==> src/rtl/decomposed_rca_core_if.sv <==
// Operand/result bundle for the pipelined ripple-carry adder.
// The producer side (master) drives operands and watches results;
// the adder (slave) consumes operands and drives results.
interface decomposed_rca_core_if #(
   parameter int NBIT = 16
);
   logic [NBIT-1:0] A;
   logic [NBIT-1:0] B;
   logic            VALID_I;
   logic [NBIT-1:0] S;
   logic            CO;
   logic            VALID_O;

   modport master (
      output A, B, VALID_I,
      input  S, CO, VALID_O
   );

   modport slave (
      input  A, B, VALID_I,
      output S, CO, VALID_O
   );
endinterface

==> src/rtl/decomposed_rca_core.sv <==
// Pipelined ("decomposed") ripple-carry adder: S = A + B mod 2^NBIT.
// The carry chain is cut into NSTAGE segments of CHUNK bits with a register
// between segments, so the longest combinational path is one CHUNK-bit ripple.
// Operand slices are skewed on the way in and sum slices deskewed on the way
// out, so every result leaves NSTAGE cycles after its operands, in order.
module decomposed_rca_core #(
   parameter int NBIT  = 16,
   parameter int CHUNK = 4
) (
   input logic                   CLK,
   input logic                   RST,
   decomposed_rca_core_if.slave  bus
);
   localparam int NSTAGE = NBIT / CHUNK;

   // Carry registered at the end of each stage; the last one is CO.
   logic [NSTAGE-1:0] carry_q;
   // Deskewed sum bits, all aligned to the final stage.
   logic [NBIT-1:0]   s_out;
   // Valid bit travelling alongside the operand pair.
   logic [NSTAGE-1:0] valid_sr;

   for (genvar k = 0; k < NSTAGE; k++) begin : g_stage
      localparam int DSK = NSTAGE - 1 - k;

      logic [CHUNK-1:0] a_in;
      logic [CHUNK-1:0] b_in;
      logic             c_in;
      logic [CHUNK-1:0] sum_c;
      logic             co_c;
      logic [CHUNK-1:0] sum_q;
      logic             co_q;

      if (k == 0) begin : g_first
         // Stage 0 sees the operands directly and has no carry-in.
         assign a_in = bus.A[CHUNK-1:0];
         assign b_in = bus.B[CHUNK-1:0];
         assign c_in = 1'b0;
      end else begin : g_skew
         logic [CHUNK-1:0] a_dly [k];
         logic [CHUNK-1:0] b_dly [k];

         // Delay slice k operands by k cycles so they meet the carry of their own pair.
         always_ff @(posedge CLK) begin
            if (RST) begin
               // NOTE: these are shift registers, not storage arrays, so clearing
               // every entry on reset is cheap and keeps the pipeline deterministic.
               for (int j = 0; j < k; j++) begin
                  a_dly[j] <= '0;
                  b_dly[j] <= '0;
               end
            end else begin
               a_dly[0] <= bus.A[k*CHUNK +: CHUNK];
               b_dly[0] <= bus.B[k*CHUNK +: CHUNK];
               for (int j = 1; j < k; j++) begin
                  a_dly[j] <= a_dly[j-1];
                  b_dly[j] <= b_dly[j-1];
               end
            end
         end

         assign a_in = a_dly[k-1];
         assign b_in = b_dly[k-1];
         assign c_in = carry_q[k-1];
      end

      // CHUNK-bit ripple of 1-bit full adders for this segment.
      always_comb begin
         logic rc;
         // NOTE: blocking assignments here are deliberate: rc must update bit by
         // bit inside the loop to model the ripple; sequential blocks use <= only.
         sum_c = '0;
         rc    = c_in;
         for (int i = 0; i < CHUNK; i++) begin
            sum_c[i] = a_in[i] ^ b_in[i] ^ rc;
            rc       = (a_in[i] & b_in[i]) | (rc & (a_in[i] ^ b_in[i]));
         end
         co_c = rc;
      end

      // Segment register: partial sum and carry handed to the next stage.
      always_ff @(posedge CLK) begin
         if (RST) begin
            sum_q <= '0;
            co_q  <= 1'b0;
         end else begin
            sum_q <= sum_c;
            co_q  <= co_c;
         end
      end

      assign carry_q[k] = co_q;

      if (DSK == 0) begin : g_nodeskew
         assign s_out[k*CHUNK +: CHUNK] = sum_q;
      end else begin : g_deskew
         logic [CHUNK-1:0] s_dly [DSK];

         // Hold early sum slices until the last stage has caught up.
         always_ff @(posedge CLK) begin
            if (RST) begin
               for (int j = 0; j < DSK; j++) begin
                  s_dly[j] <= '0;
               end
            end else begin
               s_dly[0] <= sum_q;
               for (int j = 1; j < DSK; j++) begin
                  s_dly[j] <= s_dly[j-1];
               end
            end
         end

         assign s_out[k*CHUNK +: CHUNK] = s_dly[DSK-1];
      end
   end

   // Valid shift register, NSTAGE deep; reset discards every in-flight pair.
   always_ff @(posedge CLK) begin
      if (RST) begin
         valid_sr <= '0;
      end else begin
         valid_sr[0] <= bus.VALID_I;
         for (int i = 1; i < NSTAGE; i++) begin
            valid_sr[i] <= valid_sr[i-1];
         end
      end
   end

   assign bus.S       = s_out;
   assign bus.CO      = carry_q[NSTAGE-1];
   assign bus.VALID_O = valid_sr[NSTAGE-1];
endmodule

==> src/flat_wrapper.sv <==
// flat-port wrapper written by rule: the top's interface ports become plain ports
module decomposed_rca_core_flat 
#(
   parameter int NBIT  = 16,
   parameter int CHUNK = 4
)
  (CLK, RST, bus_A, bus_B, bus_VALID_I, bus_S, bus_CO, bus_VALID_O);
  decomposed_rca_core_if #(.NBIT(NBIT)) bus_i ();
  input logic CLK;
  input logic RST;
  input wire logic [$bits(bus_i.A)-1:0] bus_A;
  input wire logic [$bits(bus_i.B)-1:0] bus_B;
  input wire logic [$bits(bus_i.VALID_I)-1:0] bus_VALID_I;
  output wire logic [$bits(bus_i.S)-1:0] bus_S;
  output wire logic [$bits(bus_i.CO)-1:0] bus_CO;
  output wire logic [$bits(bus_i.VALID_O)-1:0] bus_VALID_O;
  assign bus_i.A = bus_A;
  assign bus_i.B = bus_B;
  assign bus_i.VALID_I = bus_VALID_I;
  assign bus_S = bus_i.S;
  assign bus_CO = bus_i.CO;
  assign bus_VALID_O = bus_i.VALID_O;
  decomposed_rca_core #(.NBIT(NBIT), .CHUNK(CHUNK)) u_core (.CLK(CLK), .RST(RST), .bus(bus_i));
endmodule
==> config.mk <==
export PLATFORM = sky130hd
export DESIGN_NAME = decomposed_rca_core_flat
export DESIGN_NICKNAME = d
export VERILOG_FILES = /design/src/rtl/decomposed_rca_core_if.sv /design/src/rtl/decomposed_rca_core.sv /design/src/flat_wrapper.sv
export SDC_FILE = /design/constraint.sdc
export NUM_CORES = 1
export LEC_CHECK = 0
export BUFFER_PORTS_ARGS = -buffer_cell sky130_fd_sc_hd__buf_2
export CAP_MARGIN = 20
export CORE_ASPECT_RATIO = 0.7
export CORE_MARGIN = 8
export CORE_UTILIZATION = 50
export CTS_CLUSTER_DIAMETER = 80
export CTS_CLUSTER_SIZE = 20
export DETAILED_ROUTE_END_ITERATION = 16
export PLACE_DENSITY = 0.74
export SLEW_MARGIN = 40
export SYNTH_ARGS = -nofsm -noshare
export SYNTH_HDL_FRONTEND = slang
export SYNTH_SLANG_ARGS = --single-unit
==> constraint.sdc <==
create_clock -name CLK -period 2.5 [get_ports CLK]
set_clock_uncertainty 0.2 [all_clocks]
set_input_delay 0.125 -clock CLK [delete_from_list [all_inputs] [get_ports CLK]]
set_output_delay 0.125 -clock CLK [all_outputs]
set_load 0.01 [all_outputs]
==> metrics.txt <==
outcome complete, no violations; first-pass GRT wire length 7290 microns; Worst setup SP type flop; Post-Layout Cell Count ~400; Leakage 1.67 nW; CP peak stage delay 400 ps; Period minus WS final ~2200 ps; fraction of registers with async set or reset after synthesis 0%; Starting Density between 50 and 60%; Place WS 323 ps; vias in the first global route 1679; Hold Vio Cnt, Final 0; final setup margin 295 ps; Critical Path AT about 2300 ps; antenna-violating nets left 0; chip width 109 microns; number of antenna violations at the first check in global routing 0; GRT overflow 0; slowest CP cell fa_1; Max VDD drop 0.458 mV; Syn Nets ~310; clock root cell clkbuf_8; clk sinks 96; fin crit share 88.2%; f_max 0.454 GHz; Commonest cells post-synth 96 x dfxtp_1, 84 x nor2b_1, 28 x inv_1, 15 x fa_1, 12 x nor2_1; worst path cell trace inv_1 -> fa_1 -> inv_1 -> fa_1 -> fa_1 -> inv_1 -> fa_1 -> nor2_1; number of synthesized flops with an enable pin 0; post-CTS resize count 0; top-count cell post-synth dfxtp_1; Buf/Inv on CP 3; Post CTS Setup Buffer Count 0; DR DRC count 0; cell mode on critical path fa_1; Fin Setup TNS 0 ps; Nets 380; Vias 1636; Post-Syn Area between 3000 and 4000 sq um; RSZ-0062 raised after global routing false; FF+latch count, synth 96; fill cell count 450; max-cap check violation count 0; Starting DRT DRC Count 39; Port Buffers 52; Post-Synthesis Cells 254; placed cell count 364; Layout area overhead 24.7%; Setup CP Type reg -> reg; Area after DPL 3280 sq um; core area 5810 sq um; fraction of layout cells with a size suffix above 1 20.1%; CP Data Required Time approximately 2600 ps; Crit. End Element flop; final design area excluding fillers 3800 sq um; Setup Viol. Count Final 0; Reg clk slew, reported paths about 80 ps; Worst Max-Slew Pin Slew approximately 690 ps; first-pass detailed-route iteration total 4; DR vias/cell 4.00; average wire per standard cell 10.3 microns; Critical Path Fanout Max 1; clock latency on the worst-skew pair 340 ps; Crit path max-delay family adder cells; I/O pin cnt between 50 and 60; Slew headroom 54.1%; final WL ~4200 microns; Die Footprint 8880 sq um; clk buf depth 2; min-delay worst type in -> reg; total CTS buffers 9; GRT Overall Usage 10.7%; area share of the largest cell type after synthesis 63.1%; Ant. Diodes 0; post-synth top area cell dfxtp_1; Area contributors post-synth dfxtp_1 63%, nor2b_1 17%, fa_1 9.9%; final count of pins violating max slew 0; synth unique cells 9; final core utilization 65.3%; H-tree depth 3; hpwl dp between 2000 and 3000 microns; Synth Flop Type dfxtp_1; post-synthesis sequential area ratio 63.1%; FP Rows 23; Overall Power 2.89 mW; synth warn 0; Min Hold Slack ~14 ps; CTS tree yes; Mean Syn Cell Area around 12 sq um; largest net degree at the start of global routing 60; GPL Wtd Cong about 0.65; die height between 80 and 90 microns; hold_buf cts 29; PD cells 761 nW/um^2
==> per-layer routing <==
| metal | GRT usage (%) | wire length (microns) | up-vias | share of wire (%) |
|---|---|---|---|---|
| li1 | - | - | 871 | - |
| met1 | 10.8 | 1760 | 727 | 42 |
| met2 | 18.9 | 2160 | 34 | 51 |
| met3 | 5.69 | 264 | 4 | 6.3 |
| met4 | 3.62 | 30 | 0 | 0.71 |
| met5 | 0 | 0 | - | 0 |
==> sequential cells by signal, summed over array words and instances, names as in the netlist <==
| signal | flops |
|---|---|
| u_core.valid_sr | 4 |
| u_core.g_stage.co_q | 3 |
| u_core.g_stage.g_skew.a_dly | 24 |
| u_core.g_stage.g_deskew.s_dly | 24 |
| u_core.g_stage.g_skew.b_dly | 24 |
| u_core.g_stage.sum_q | 16 |
| u_core.bus.CO | 1 |
==> kinds of logic after synthesis <==
group	synth area share (%)
adders and majority gates	10.3
buffers and inverters	7.85
DFF	63.1
and+or+nand+nor	18.7
==> power by group <==
group | total [mW] | internal (mW) | switching [mW]
registers | 1.62 | 1.60 | 0.0165
logic | 0.192 | 0.114 | 0.0788
clock network | 1.08 | 0.595 | 0.481
total | 2.89 | 2.31 | 0.576
==> layout by cell type, fill, tap and decap left out, drive strengths merged <==
master,instances
bufinv,2
clkinvlp,1
dlygate4sd3,29
dfxtp,96
nor2,12
fa,15
inv,29
ha,1
clkbuf,12
nor2b,84
buf,53
==> area by class of cell <==
cell class	count	area (sq um)	share of cell area [%]
tap	75	93.8	2.47
clock inverter	4	76.3	2.01
clock buffer	12	145	3.82
timing repair buffer	82	571	15.0
multi-input combinational	112	883	23.3
sequential	96	1920	50.6
inverter	28	105	2.77
==> tightest hold or removal path, cell delays in order <==
cell,delay (ps)
buf_2,90
fa_1,150
nor2b_1,140
==> worst paths after layout <==
path | slack (ps) | startpoint | end | depth (start not counted)
max | 300 | u_core.g_stage[2].g_skew.b_dly[0][4] | u_core.g_stage[2].sum_q[3] | 8
min | 10 | bus_A[2] | u_core.g_stage[0].sum_q[2] | 3
max reg2reg | 300 | u_core.g_stage[2].g_skew.b_dly[0][4] | u_core.g_stage[2].sum_q[3] | 8
min reg2reg | 240 | u_core.g_stage[1].sum_q[3] | u_core.g_stage[1].g_deskew.s_dly[0][3] | 1
(Power assumes the default switching activity.)
